### src/rtl/serial_frame_receiver_if.sv
// Bundle of the serial line input and the decoded frame outputs of serial_frame_receiver.
// The master side drives the line; the slave side is the receiver.
interface serial_frame_receiver_if;
  logic       serial_in;
  logic       serial_out;
  logic       data_valid;
  logic [7:0] length;
  logic       start;
  logic       busy;
  logic       done;
  logic [7:0] data_byte;
  logic       byte_valid;

  modport master (
    output serial_in,
    input  serial_out, data_valid, length, start, busy, done, data_byte, byte_valid
  );

  modport slave (
    input  serial_in,
    output serial_out, data_valid, length, start, busy, done, data_byte, byte_valid
  );
endinterface

### src/rtl/serial_frame_receiver.sv
// Receives frames of the form: start bit 0, 8-bit length (MSB first), then `length` payload bits.
// Payload bits are echoed with one cycle of latency and packed MSB-first into bytes.
module serial_frame_receiver (
  input  logic                   clk,
  input  logic                   rst,
  serial_frame_receiver_if.slave bus
);

  typedef enum logic [1:0] {IDLE = 2'd0, HEADER = 2'd1, PAYLOAD = 2'd2} state_t;

  state_t     state_p1, state_p0;
  logic [2:0] hdr_cnt_p1;
  logic [7:0] hdr_sh_p1;
  logic [7:0] rem_cnt_p1;
  logic [7:0] pay_cnt_p1;
  logic [2:0] byte_cnt_p1;
  logic [7:0] byte_sh_p1;

  logic [7:0] hdr_val;
  logic [7:0] byte_asm;
  logic       hdr_last;

  logic       serial_out_p0, data_valid_p0, start_p0, busy_p0, done_p0, byte_valid_p0;
  logic [7:0] length_p0, data_byte_p0;
  logic       serial_out_p1, data_valid_p1, start_p1, busy_p1, done_p1, byte_valid_p1;
  logic [7:0] length_p1, data_byte_p1;

  function automatic logic [7:0] shift_in(input logic [7:0] sh, input logic b);
    return (sh << 1) | {7'd0, b};
  endfunction

  // A partial final byte holds last_idx+1 bits in its LSBs; move them to the MSBs.
  function automatic logic [7:0] left_align(input logic [7:0] v, input logic [2:0] last_idx);
    return v << (3'd7 - last_idx);
  endfunction

  assign hdr_val  = shift_in(hdr_sh_p1, bus.serial_in);
  assign byte_asm = shift_in(byte_sh_p1, bus.serial_in);
  assign hdr_last = (hdr_cnt_p1 == 3'd7);

  always_ff @(posedge clk) begin
    if (!rst) state_p1 <= IDLE;
    else      state_p1 <= state_p0;
  end

  always_comb begin
    state_p0 = state_p1;
    case (state_p1)
      IDLE:    if (!bus.serial_in) state_p0 = HEADER;
      HEADER:  if (hdr_last) state_p0 = (hdr_val != 8'd0) ? PAYLOAD : IDLE;
      PAYLOAD: if (rem_cnt_p1 <= 8'd1) state_p0 = IDLE;
      default: state_p0 = IDLE;
    endcase
  end

  always_comb begin
    serial_out_p0 = 1'b1;
    data_valid_p0 = 1'b0;
    start_p0      = 1'b0;
    done_p0       = 1'b0;
    byte_valid_p0 = 1'b0;
    length_p0     = length_p1;
    data_byte_p0  = data_byte_p1;
    busy_p0       = (state_p0 != IDLE);
    case (state_p1)
      HEADER: begin
        if (hdr_last) begin
          length_p0 = hdr_val;
          start_p0  = 1'b1;
          done_p0   = (hdr_val == 8'd0);
        end
      end
      PAYLOAD: begin
        serial_out_p0 = bus.serial_in;
        data_valid_p0 = 1'b1;
        done_p0       = (rem_cnt_p1 == 8'd1);
        if (byte_cnt_p1 == 3'd7) begin
          data_byte_p0  = byte_asm;
          byte_valid_p0 = 1'b1;
        end else if (rem_cnt_p1 == 8'd1) begin
          data_byte_p0  = left_align(byte_asm, byte_cnt_p1);
          byte_valid_p0 = 1'b1;
        end
      end
      default: ;
    endcase
  end

  // Datapath: header/payload shift registers and counters
  always_ff @(posedge clk) begin
    if (!rst) begin
      hdr_cnt_p1  <= 3'd0;
      hdr_sh_p1   <= 8'd0;
      rem_cnt_p1  <= 8'd0;
      pay_cnt_p1  <= 8'd0;
      byte_cnt_p1 <= 3'd0;
      byte_sh_p1  <= 8'd0;
    end else begin
      case (state_p1)
        IDLE: begin
          if (!bus.serial_in) hdr_cnt_p1 <= 3'd0;
        end
        HEADER: begin
          hdr_sh_p1  <= hdr_val;
          hdr_cnt_p1 <= hdr_cnt_p1 + 3'd1;
          if (hdr_last) begin
            rem_cnt_p1  <= hdr_val;
            pay_cnt_p1  <= 8'd0;
            byte_cnt_p1 <= 3'd0;
            byte_sh_p1  <= 8'd0;
          end
        end
        PAYLOAD: begin
          byte_sh_p1  <= byte_asm;
          byte_cnt_p1 <= byte_cnt_p1 + 3'd1;
          pay_cnt_p1  <= pay_cnt_p1 + 8'd1;
          if (rem_cnt_p1 != 8'd0) rem_cnt_p1 <= rem_cnt_p1 - 8'd1;
        end
        default: ;
      endcase
    end
  end

  // Output registers
  always_ff @(posedge clk) begin
    if (!rst) begin
      serial_out_p1 <= 1'b1;
      data_valid_p1 <= 1'b0;
      length_p1     <= 8'h00;
      start_p1      <= 1'b0;
      busy_p1       <= 1'b0;
      done_p1       <= 1'b0;
      data_byte_p1  <= 8'h00;
      byte_valid_p1 <= 1'b0;
    end else begin
      serial_out_p1 <= serial_out_p0;
      data_valid_p1 <= data_valid_p0;
      length_p1     <= length_p0;
      start_p1      <= start_p0;
      busy_p1       <= busy_p0;
      done_p1       <= done_p0;
      data_byte_p1  <= data_byte_p0;
      byte_valid_p1 <= byte_valid_p0;
    end
  end

  assign bus.serial_out = serial_out_p1;
  assign bus.data_valid = data_valid_p1;
  assign bus.length     = length_p1;
  assign bus.start      = start_p1;
  assign bus.busy       = busy_p1;
  assign bus.done       = done_p1;
  assign bus.data_byte  = data_byte_p1;
  assign bus.byte_valid = byte_valid_p1;

endmodule

### src/flat_wrapper.sv
// flat-port wrapper written by rule: the top's interface ports become plain ports
module serial_frame_receiver_flat 
  (clk, rst, bus_serial_in, bus_serial_out, bus_data_valid, bus_length, bus_start, bus_busy, bus_done, bus_data_byte, bus_byte_valid);
  serial_frame_receiver_if bus_i ();
  input  logic clk;
  input  logic rst;
  input wire logic [$bits(bus_i.serial_in)-1:0] bus_serial_in;
  output wire logic [$bits(bus_i.serial_out)-1:0] bus_serial_out;
  output wire logic [$bits(bus_i.data_valid)-1:0] bus_data_valid;
  output wire logic [$bits(bus_i.length)-1:0] bus_length;
  output wire logic [$bits(bus_i.start)-1:0] bus_start;
  output wire logic [$bits(bus_i.busy)-1:0] bus_busy;
  output wire logic [$bits(bus_i.done)-1:0] bus_done;
  output wire logic [$bits(bus_i.data_byte)-1:0] bus_data_byte;
  output wire logic [$bits(bus_i.byte_valid)-1:0] bus_byte_valid;
  assign bus_i.serial_in = bus_serial_in;
  assign bus_serial_out = bus_i.serial_out;
  assign bus_data_valid = bus_i.data_valid;
  assign bus_length = bus_i.length;
  assign bus_start = bus_i.start;
  assign bus_busy = bus_i.busy;
  assign bus_done = bus_i.done;
  assign bus_data_byte = bus_i.data_byte;
  assign bus_byte_valid = bus_i.byte_valid;
  serial_frame_receiver u_core (.clk(clk), .rst(rst), .bus(bus_i));
endmodule
### config.mk
export PLATFORM = sky130hd
export DESIGN_NAME = serial_frame_receiver_flat
export DESIGN_NICKNAME = d
export VERILOG_FILES = /design/src/rtl/serial_frame_receiver_if.sv /design/src/rtl/serial_frame_receiver.sv /design/src/flat_wrapper.sv
export SDC_FILE = /design/constraint.sdc
export NUM_CORES = 1
export LEC_CHECK = 0
export ABC_AREA = 1
export BUFFER_PORTS_ARGS = -buffer_cell sky130_fd_sc_hd__buf_2
export CAP_MARGIN = 25
export CORE_MARGIN = 2
export CORE_UTILIZATION = 58
export CTS_CLUSTER_DIAMETER = 100
export CTS_CLUSTER_SIZE = 20
export DETAILED_ROUTE_END_ITERATION = 7
export PLACE_DENSITY = 0.78
export SYNTH_ARGS = -nofsm -noshare
export SYNTH_HDL_FRONTEND = slang
export SYNTH_SLANG_ARGS = --single-unit
### constraint.sdc
create_clock -name clk -period 1.7 [get_ports clk]
set_input_delay 0.34 -clock clk [delete_from_list [all_inputs] [get_ports clk]]
set_output_delay 0.34 -clock clk [all_outputs]
set_load 0.03 [all_outputs]
==> results of run 1 <==
==> through the flow <==
| stage | power (mW) | hold slack [ns] | util (%) | instance area [µm²] | cells |
|---|---|---|---|---|---|
| floorplan | 1.56 | 0.445 | - | 2590 | 370 |
| finish | 2.34 | 0.377 | 67.9 | 2930 | 460 |
| CTS | 2.33 | 0.365 | 67.0 | 2900 | 456 |
| detailed placement | 1.64 | 0.463 | 65.0 | 2810 | 448 |
| global route | 2.45 | 0.410 | 67.9 | 2930 | 460 |
| global placement | 1.63 | 0.456 | 65.0 | 2810 | 448 |
==> critical path: stages, from the launching register on <==
cell and delay [ns]:
sky130_fd_sc_hd__dfxtp_1 0.33, sky130_fd_sc_hd__ha_1 0.20, sky130_fd_sc_hd__ha_1 0.19, sky130_fd_sc_hd__inv_1 0.10
sky130_fd_sc_hd__nand2_1 0.09, sky130_fd_sc_hd__nand2_1 0.17, sky130_fd_sc_hd__nor2_4 0.07, sky130_fd_sc_hd__buf_4 0.14
sky130_fd_sc_hd__nand2_1 0.05, sky130_fd_sc_hd__nand2_1 0.04, sky130_fd_sc_hd__a21oi_1 0.12
==> power breakdown <==
part	internal, mW	leakage [nW]	switching, mW
registers	1.26	0.422	0.0368
logic	0.116	0.873	0.218
clock network	0.293	0.0414	0.413
==> placed cells by master, fill, tap and decap left out, types with 11 or more instances in the layout <==
master / instances
sky130_fd_sc_hd__a21oi_1: 33
sky130_fd_sc_hd__buf_2: 24
sky130_fd_sc_hd__buf_4: 19
sky130_fd_sc_hd__dfxtp_1: 51
sky130_fd_sc_hd__ha_1: 11
sky130_fd_sc_hd__inv_1: 34
sky130_fd_sc_hd__nand2_1: 91
sky130_fd_sc_hd__nand3_1: 33
sky130_fd_sc_hd__nor2_1: 34
sky130_fd_sc_hd__o21ai_0: 33
==> worst paths after layout <==
| check | slack (ns) | to |
|---|---|---|
| hold reg to reg | 0.47 | u_core.bus.data_byte[0] |
| setup reg to reg | 0.13 | u_core.rem_cnt_p1[6] |
| hold / removal | 0.38 | u_core.bus.data_valid |
| setup / recovery | 0.13 | u_core.rem_cnt_p1[6] |
==> cells by family (layout without fill, tap and decap cells) <==
kind of cell / count (synthesis) / after routing / synth area share, %
and+or+nand+nor: 173 / 174 / 28.4
AOI/OAI and AO/OA: 80 / 80 / 16.7
buffers and inverters: 53 / 90 / 9.07
DFF: 52 / 52 / 40.2
adders and majority gates: 11 / 11 / 5.31
xor gates and xnor gates: 1 / 1 / 0.338
==> sequential cells by signal, summed over array words and instances (netlist names), 2 cells and up <==
name / count
u_core.bus.data_byte: 8
u_core.hdr_cnt_p1: 3
u_core.byte_sh_p1: 7
u_core.byte_cnt_p1: 3
u_core.hdr_sh_p1: 7
u_core.state_p1: 2
u_core.bus.length: 8
u_core.rem_cnt_p1: 8
==> layout make-up <==
cell class / instances / share of cell area, %
clock buffers: 6 / 2.47
flip-flops and latches: 52 / 35.5
clock inverters: 2 / 0.554
inverters: 39 / 5.12
multi-input cells: 266 / 45.2
well taps: 52 / 2.22
repair buffers: 43 / 8.96
==> metal layers <==
metal / global-route usage [%] / vias to the layer above / wire [µm]
li1: - / 1276 / -
met1: 30.7 / 1133 / 2530
met2: 41.8 / 78 / 3030
met3: 5.27 / 10 / 275
met4: 7.55 / 0 / 89
met5: 0 / - / 0
==> timing repair <==
action | CTS | global route
resized for setup | 0 | 5
endpoints found under the hold margin | 0 | 0
endpoints found under the setup margin | 0 | 26
setup buffers | 0 | 3
==> flow_summary.ini, run 1 <==
[routing]
dr_drc_count = 0
ant_nets = 0
routed_wl_um = 5920
avgRoutedWirePerCell_um = 12.9
avgViaCountPerCell = 5.43
initial_drc_count = 215
vias = 2497
firstDrtPassIters = 5

[cts]
cts.root.buffer_cell = sky130_fd_sc_hd__clkbuf_8
htree_num_levels = 2
cts_tree = yes
clock_path_buffers = 2
worst_setup_hold_path_clk_slew_ns = 0.10
clkLatencyLatePin_ns = 0.31
clock_sink_count = 52
cts_inserted_buffers = 5
count_of_hold_fix_buffers_inserted_at_cts = 0

[finish]
final_net_count = 421
antenna-diode-count = 0
ff_latch_area_um2 = 1040
area.growth.synth_to_final_pct = 13.2
n_fill_cell = 405
multiInputGateArea_um2 = 1330
post_route_cells_drive_above_1_share_pct = 16.2

[worst_hold_path]
timing.hold.worst_path_depth = 3
timing.hold.worst.start = rst
hold_class = input pin to flop

[floorplanning]
fp.coreArea_um2 = 4320
floorplan.die.width_um = 70.9
dieArea_um2 = 5020
initial_utilization_pct = 60.0
vertical_die_dimension_um = 70.9
pin_count = 25
core.rowCount = 24

[placed_design]
numPortBuffers = 24
post-place-ws_ns = 0.101
gp_congestion = 0.889
hpwl_um = 4290

[synthesis]
syn-instance-count = 370
ys.warnings.count = 0
synth_top_area_share_pct = 40.2
synthDistinctLibCells = 28
synth.ff_latch_count = 52
syn_avg_cell_area_um2 = 7.01
synthesis.nets = 384
most_used_flip_flop_cell_after_synthesis = sky130_fd_sc_hd__dfxtp_1
post_synth_main_area_contributors = sky130_fd_sc_hd__dfxtp_1 (40%), sky130_fd_sc_hd__nand2_1 (13%), sky130_fd_sc_hd__o21ai_0 (6.6%)
post_synth_top_cells = sky130_fd_sc_hd__nand2_1 (91), sky130_fd_sc_hd__dfxtp_1 (52), sky130_fd_sc_hd__nor2_1 (35), sky130_fd_sc_hd__inv_1 (34), sky130_fd_sc_hd__o21ai_0 (34)
mappedNetlistArea_um2 = 2590
ys_seq_area_share_pct = 40.2
synth.largest_area_cell = sky130_fd_sc_hd__dfxtp_1
synth.most_common_cell = sky130_fd_sc_hd__nand2_1
async_flop_share_pct = 0
synth_enable_flop_cells = 0

[power_and_ir_drop]
power.static_leakage_nw = 1.34
power_density_nw_per_um2 = 796
vdd_ir_drop_max_uv = 603

[job]
cap_viol_max_count = 0

[status]
run_status = complete, no violations

[worst_setup_path]
worst-endpoint-arrival_ns = 1.81
worst_ep_required_time_ns = 1.94
worstSetupEndpointType = flop
critical_path_peak_fanout = 5
crit_path_start_kind = flop
timing.rr.start = u_core.hdr_cnt_p1[0]
critical_path_start = u_core.hdr_cnt_p1[0]
setup.worst_path.class = flop to flop
reg2reg_depth = 10

[global_routing]
antenna_found_initial = 0
grt_use_total_pct = 24.4
grt_remaining_overflow = 0
grt_max_degree = 18
grt_first_pass_wirelength_um = 9850
vias_in_the_first_global_route = 2212

[timing]
fmaxAchievable_mhz = 637
period_minus_slack_ns = 1.57
worstMarginPinSlew_ns = 0.334
total_count_of_max_transition_violations_in_the_final_report = 0
setup_slack_ns = 0.129
finalSetupViolations = 0
grt_setup_unrepaired = no
hold_viol_final = 0
fin_crit_sh_pct = 92.4
timing.clock.skew_ns = 0.00963
relSlewSlack_pct = 77.5
fin_tns_setup_ns = 0
No activity file was read; power rests on OpenSTA's default activity.
==> inputs of run 2 (changes only) <==
- CELL_PAD_IN_SITES_DETAIL_PLACEMENT: default -> 0
- CELL_PAD_IN_SITES_GLOBAL_PLACEMENT: default -> 1
- CORE_UTILIZATION: 58 -> 42
==> run 2 against run 1 <==
Compared with the run above: sequential power hardly changed; combinational power hardly changed; worst hold slack worse by 0.0019 ns; first-iteration DRC count is 34% lower; final cell count rose by 3.9%; routed wire length about the same; utilization is 18 points lower; clock skew fell by 0.0017 ns; total power rose by 6.2%; via count shrank 4.8%; clock power is 21% higher; largest cell class unchanged; highest routed layer unchanged.
==> flow_summary.ini, run 2 (synthesis results as in run 1) <==
[timing]
total_count_of_max_transition_violations_in_the_final_report = 0
period_minus_slack_ns = 1.58
relSlewSlack_pct = 78.9
finalSetupViolations = 0
hold_ws_ns = 0.375
fmaxAchievable_mhz = 633
timing.clock.skew_ns = 0.00797
worstMarginPinSlew_ns = 0.314
hold_viol_final = 0
fin_crit_sh_pct = 93.0
fin_tns_setup_ns = 0

[cts]
cts.root.buffer_cell = sky130_fd_sc_hd__clkbuf_8
worst_setup_hold_path_clk_slew_ns = 0.09
clkLatencyLatePin_ns = 0.31
count_of_hold_fix_buffers_inserted_at_cts = 0
cts_tree = yes
htree_num_levels = 2
cts_inserted_buffers = 5
clock_sink_count = 52
clock_path_buffers = 2

[global_routing]
vias_in_the_first_global_route = 2128
grt_first_pass_wirelength_um = 9740
grt_max_degree = 23
grt_use_total_pct = 18.6
grt_remaining_overflow = 0
antenna_found_initial = 0

[floorplanning]
floorplan.die.width_um = 82.6
initial_utilization_pct = 43.5
dieArea_um2 = 6820
vertical_die_dimension_um = 82.6
core.rowCount = 28
pin_count = 25
fp.coreArea_um2 = 5960

[power_and_ir_drop]
power.static_leakage_nw = 1.31
fin_total_pwr_mw = 2.48
power_density_nw_per_um2 = 835
vdd_ir_drop_max_uv = 568

[worst_hold_path]
timing.hold.worst_path_depth = 3
hold_class = input pin to flop

[routing]
firstDrtPassIters = 4
initial_drc_count = 142
routed_wl_um = 5920
avgViaCountPerCell = 4.97
avgRoutedWirePerCell_um = 12.4
dr_drc_count = 0
vias = 2378
ant_nets = 0

[placed_design]
placed_cells = 466
numPortBuffers = 24
gp_congestion = 0.838
hpwl_um = 4370

[finish]
layout_commonest_cell = sky130_fd_sc_hd__nand2_1
area.growth.synth_to_final_pct = 14.6
layout.cells.most_common_list = sky130_fd_sc_hd__nand2_1 (90), sky130_fd_sc_hd__dfxtp_1 (51), sky130_fd_sc_hd__nor2_1 (35)
final_net_count = 416
antenna-diode-count = 0
post_route_cells_drive_above_1_share_pct = 16.4
final_cell_count_no_fill = 478

[worst_setup_path]
worst_ep_required_time_ns = 1.89
worstSetupEndpointType = flop
crit_path_start_kind = flop
reg2reg_depth = 8
max_stage_delay_ns = 0.34
critical_path_peak_fanout = 10
worst-endpoint-arrival_ns = 1.78
setup.worst_path.class = flop to flop
setup.reg_to_reg.worst_slack_ns = 0.12
cp_max_delay_cell = sky130_fd_sc_hd__dfxtp_2
chain_of_cells_forming_the_critical_path = ha_1, ha_1, inv_1, nand2_1, nand2_1, clkinvlp_4, o21ai_0, a21oi_1

[status]
run_status = complete, no violations

[job]
cap_viol_max_count = 0
-- run 2: changes by cell type in the layout (fill, tap and decap cells not counted), sizes merged --
cell | previous run | this run
clkinv | 4 | 2
clkinvlp | 2 | 5
clkbuf | 6 | 5
nor2 | 41 | 40
bufinv | 0 | 1
buf | 43 | 38
-- run 2: final timing paths --
kind,start,end
worst min-delay path,bus_serial_in,u_core.byte_sh_p1[0]
worst min register to register,u_core.hdr_cnt_p1[2],u_core.hdr_cnt_p1[2]
worst max register to register,u_core.hdr_cnt_p1[0],u_core.byte_cnt_p1[0]
worst max-delay path,u_core.hdr_cnt_p1[0],u_core.byte_cnt_p1[0]
-- run 2: worst max-delay path, delay by kind of cell, from the launching register on --
family | cells | cell delay [ns]
fa+ha+maj | 2 | 0.40
flops | 1 | 0.34
buf+inv | 2 | 0.27
compound gates | 2 | 0.24
simple gates | 2 | 0.20
-- run 2: final cells by class --
class                           count  area, µm²
Timing Repair inverter              1       5.00
Multi-Input combinational cell    265       1320
Clock inverter                      3       42.5
Tap cell                           75       93.8
Sequential cell                    52       1040
Fill cell                         634       2980
Inverter                           39        158
Timing Repair Buffer               38        238
Clock buffer                        5       68.8
-- run 2: stage by stage --
stage / instance area (µm²) / util [%] / worst slack (ns)
after floorplan: 2590 / - / 0.200
after global routing: 2970 / 49.9 / -0.00598
after detailed placement: 2800 / 47.0 / -0.00971
final: 2970 / 49.9 / 0.119
after CTS: 2940 / 49.3 / 0.0272
after global placement: 2800 / 47.0 / 0.0512
-- run 2: repair_timing --
item | in CTS | in global routing
gates resized for setup | 0 | 8
setup buffers | 2 | 1
gates cloned | 0 | 1
endpoints found under the setup margin | 3 | 26
pin swaps | 1 | 0
-- run 2: layer usage --
layer	up-vias	track usage (%)	share of wire [%]
met4	0	4.75	0.46
met5	-	0	0
met1	1062	26.3	51
met2	50	29.0	44
met3	2	3.59	4.4
li1	1264	-	-
-- run 2: power breakdown --
part,internal (mW),switching (mW),leakage (nW)
Combinational,0.118,0.213,0.838
Sequential,1.26,0.0378,0.422
Clock,0.436,0.417,0.0541
Total,1.81,0.668,1.31
==> inputs of run 3 (changes only) <==
- ABC_AREA: 1 -> default
- CAP_MARGIN: 25 -> default
- CORE_UTILIZATION: 42 -> 45
- PLACE_DENSITY: 0.78 -> 0.79
==> run 3 against run 2 <==
Compared with the run above: design area rose by 17%; worst setup slack got worse by 0.076 ns; worst hold slack improved by 0.047 ns; non-clock buffer count up 27; register-to-register slack worse by 0.08 ns; largest cell class unchanged; largest power group unchanged.
==> flow_summary.ini, run 3 <==
[synthesis]
syn-instance-count = 333
post_synth_xor_area_fraction_pct = 0.305
main_combinational_cell_family_by_area_after_synthesis = simple AND/OR/NAND/NOR gates
synth_top_area_share_pct = 36.3
synthesis.nets = 347
post_synth_top_cells = sky130_fd_sc_hd__dfxtp_1 (52), sky130_fd_sc_hd__nand2_1 (27), sky130_fd_sc_hd__o21ai_0 (26), sky130_fd_sc_hd__mux2i_1 (23), sky130_fd_sc_hd__clkbuf_1 (17)
mappedNetlistArea_um2 = 2870
post_synth_main_area_contributors = sky130_fd_sc_hd__dfxtp_1 (36%), sky130_fd_sc_hd__mux2i_1 (8.0%), sky130_fd_sc_hd__ha_1 (4.8%)
post_synth_and_or_nand_nor_area_fraction_pct = 23.1
synth.largest_area_cell = sky130_fd_sc_hd__dfxtp_1
post_synth_mux_area_share_pct = 8.81
synthDistinctLibCells = 60
synth_compound_gate_area_share_pct = 21.7
synthAdderAreaFrac_pct = 4.80
async_flop_share_pct = 0
most_used_flip_flop_cell_after_synthesis = sky130_fd_sc_hd__dfxtp_1
synth.ff_latch_count = 52
synth.most_common_cell = sky130_fd_sc_hd__dfxtp_1
syn_avg_cell_area_um2 = 8.62
ys_seq_area_share_pct = 36.3
synth_enable_flop_cells = 0
ys.warnings.count = 0

[finish]
final_net_count = 394
finish.utilization_pct = 55.6
n_fill_cell = 615
layout.cells.most_common_list = sky130_fd_sc_hd__dfxtp_1 (49), sky130_fd_sc_hd__buf_4 (38), sky130_fd_sc_hd__nand2_1 (27)
post_route_cells_drive_above_1_share_pct = 25.7
area.growth.synth_to_final_pct = 20.9
layout_commonest_cell = sky130_fd_sc_hd__dfxtp_1
antenna-diode-count = 0
post-route-cell-area_um2 = 3470
final_cell_count_no_fill = 458

[timing]
fin_crit_sh_pct = 97.5
fin_tns_setup_ns = 0
hold_ws_ns = 0.422
timing.clock.skew_ns = 0.0109
fmaxAchievable_mhz = 604
relSlewSlack_pct = 73.3
finalSetupViolations = 0
period_minus_slack_ns = 1.66
hold_viol_final = 0
total_count_of_max_transition_violations_in_the_final_report = 0
worstMarginPinSlew_ns = 0.398
setup_slack_ns = 0.0433
grt_setup_unrepaired = yes

[job]
cap_viol_max_count = 0

[worst_hold_path]
timing.hold.worst.start = bus_serial_in
hold_end = u_core.bus.length[0]
hold_class = input pin to flop
timing.hold.worst_path_depth = 3

[worst_setup_path]
timing.rr.start = u_core.rem_cnt_p1[4]
critical_path_peak_fanout = 5
setup.reg_to_reg.worst_slack_ns = 0.04
worstSetupEndpointType = flop
worst_path_dominant_cell_family = simple AND/OR/NAND/NOR gates
chain_of_cells_forming_the_critical_path = nor4_4, a31o_2, a21oi_2, or3b_1
setup.worst_path.class = flop to flop
reg2reg_depth = 4
cp_max_delay_cell = sky130_fd_sc_hd__nor4_4
worstReg2RegEnd = u_core.bus.busy
timing.critical_path.buf_inv = 0
max_stage_delay_ns = 0.45
crit_path_start_kind = flop
worst_ep_required_time_ns = 1.91
worst-endpoint-arrival_ns = 1.86

[routing]
firstDrtPassIters = 4
vias = 2612
dr_drc_count = 0
ant_nets = 0
avgViaCountPerCell = 5.70
initial_drc_count = 95
avgRoutedWirePerCell_um = 15.5
routed_wl_um = 7080

[placed_design]
placed_cell_area_um2 = 3300
hpwl_um = 4870
post-place-ws_ns = -0.00452
gp_congestion = 0.844
numPortBuffers = 24
placed_cells = 448

[global_routing]
grt_remaining_overflow = 0
antenna_found_initial = 0
grt_first_pass_wirelength_um = 11900
grt_max_degree = 55
grt_use_total_pct = 20.5
vias_in_the_first_global_route = 2470

[cts]
cts_inserted_buffers = 5
cts.root.buffer_cell = sky130_fd_sc_hd__clkbuf_8
worst_setup_hold_path_clk_slew_ns = 0.11
htree_num_levels = 2
clock_sink_count = 52
cts_tree = yes
count_of_hold_fix_buffers_inserted_at_cts = 0
clock_path_buffers = 2
clkLatencyLatePin_ns = 0.31

[floorplanning]
core.rowCount = 29
dieArea_um2 = 7030
floorplan.die.width_um = 83.9
fp.coreArea_um2 = 6240
initial_utilization_pct = 46.0
pin_count = 25
vertical_die_dimension_um = 83.9

[power_and_ir_drop]
fin_total_pwr_mw = 2.27
vdd_ir_drop_max_uv = 365
power.static_leakage_nw = 1.36
power_density_nw_per_um2 = 653

[status]
run_status = complete, no violations
==> run 3: cell types whose count changed after synthesis, moves of 11 or more <==
cell / change
sky130_fd_sc_hd__nand2_1: -64
sky130_fd_sc_hd__nor2b_1: +13
sky130_fd_sc_hd__mux2i_1: +23
sky130_fd_sc_hd__nand3_1: -17
sky130_fd_sc_hd__a21boi_0: +11
sky130_fd_sc_hd__inv_1: -25
sky130_fd_sc_hd__and2_1: +13
sky130_fd_sc_hd__clkbuf_1: +15
sky130_fd_sc_hd__a21oi_1: -29
sky130_fd_sc_hd__nor2_1: -23
==> run 3: cells by family (layout without fill, tap and decap cells) <==
group                    after synthesis  after routing
adder cells (fa/ha/maj)               11             11
XOR/XNOR                               1              1
flip-flops                            52             52
multiplexers                          25             25
buffers and inverters                 35             83
AND/OR/NAND/NOR                      118            118
AO/OA/AOI/OAI                         91             91
==> run 3: worst max-delay path by stage <==
stage                         start  depth (start not counted)  slack (ns)                       to
3_3_place_gp   u_core.hdr_cnt_p1[0]                          6        0.07     u_core.byte_sh_p1[5]
4_1_cts        u_core.rem_cnt_p1[7]                          5        0.04     u_core.rem_cnt_p1[0]
6_report       u_core.rem_cnt_p1[4]                          4        0.04          u_core.bus.busy
3_5_place_dp   u_core.hdr_cnt_p1[0]                          5      -0.005          u_core.bus.busy
5_1_grt        u_core.rem_cnt_p1[4]                          5       -0.02  u_core.bus.data_byte[7]
2_1_floorplan  u_core.hdr_cnt_p1[0]                          8        0.01     u_core.byte_sh_p1[0]
==> run 3: per-layer routing <==
metal	global-route usage, %	part of all wire, %	up-vias
met2	36.4	52	42
met1	26.3	45	1252
met4	3.96	0.73	0
met5	0	0	-
met3	3.36	2.5	5
li1	-	-	1313
==> run 3: power breakdown <==
group / switching, mW / leakage [nW] / internal (mW)
registers: 0.0117 / 0.421 / 1.23
logic: 0.153 / 0.888 / 0.113
clock network: 0.454 / 0.0463 / 0.303
==> run 3: final cells by class <==
cell class	count	area (µm²)	share of cell area, %
Clock inverter	3	27.5	0.793
Inverter	10	37.5	1.08
Clock buffer	5	68.8	1.98
Sequential cell	52	1050	30.2
Timing Repair Buffer	65	457	13.2
Multi-Input combinational cell	246	1740	50.0
Tap cell	77	96.3	2.78
==> run 3: worst register-to-register path: stages, from the launching register on <==
cell	delay (ns)
sky130_fd_sc_hd__dfxtp_1	0.37
sky130_fd_sc_hd__nor4_4	0.45
sky130_fd_sc_hd__a31o_2	0.28
sky130_fd_sc_hd__a21oi_2	0.08
sky130_fd_sc_hd__or3b_1	0.38
==> run 3: what timing repair did <==
item | CTS | global route
resized for setup | 2 | 18
setup endpoints to repair | 2 | 27
setup buffers | 0 | 2
endpoints found under the hold margin | 0 | 0
pin swaps | 0 | 4
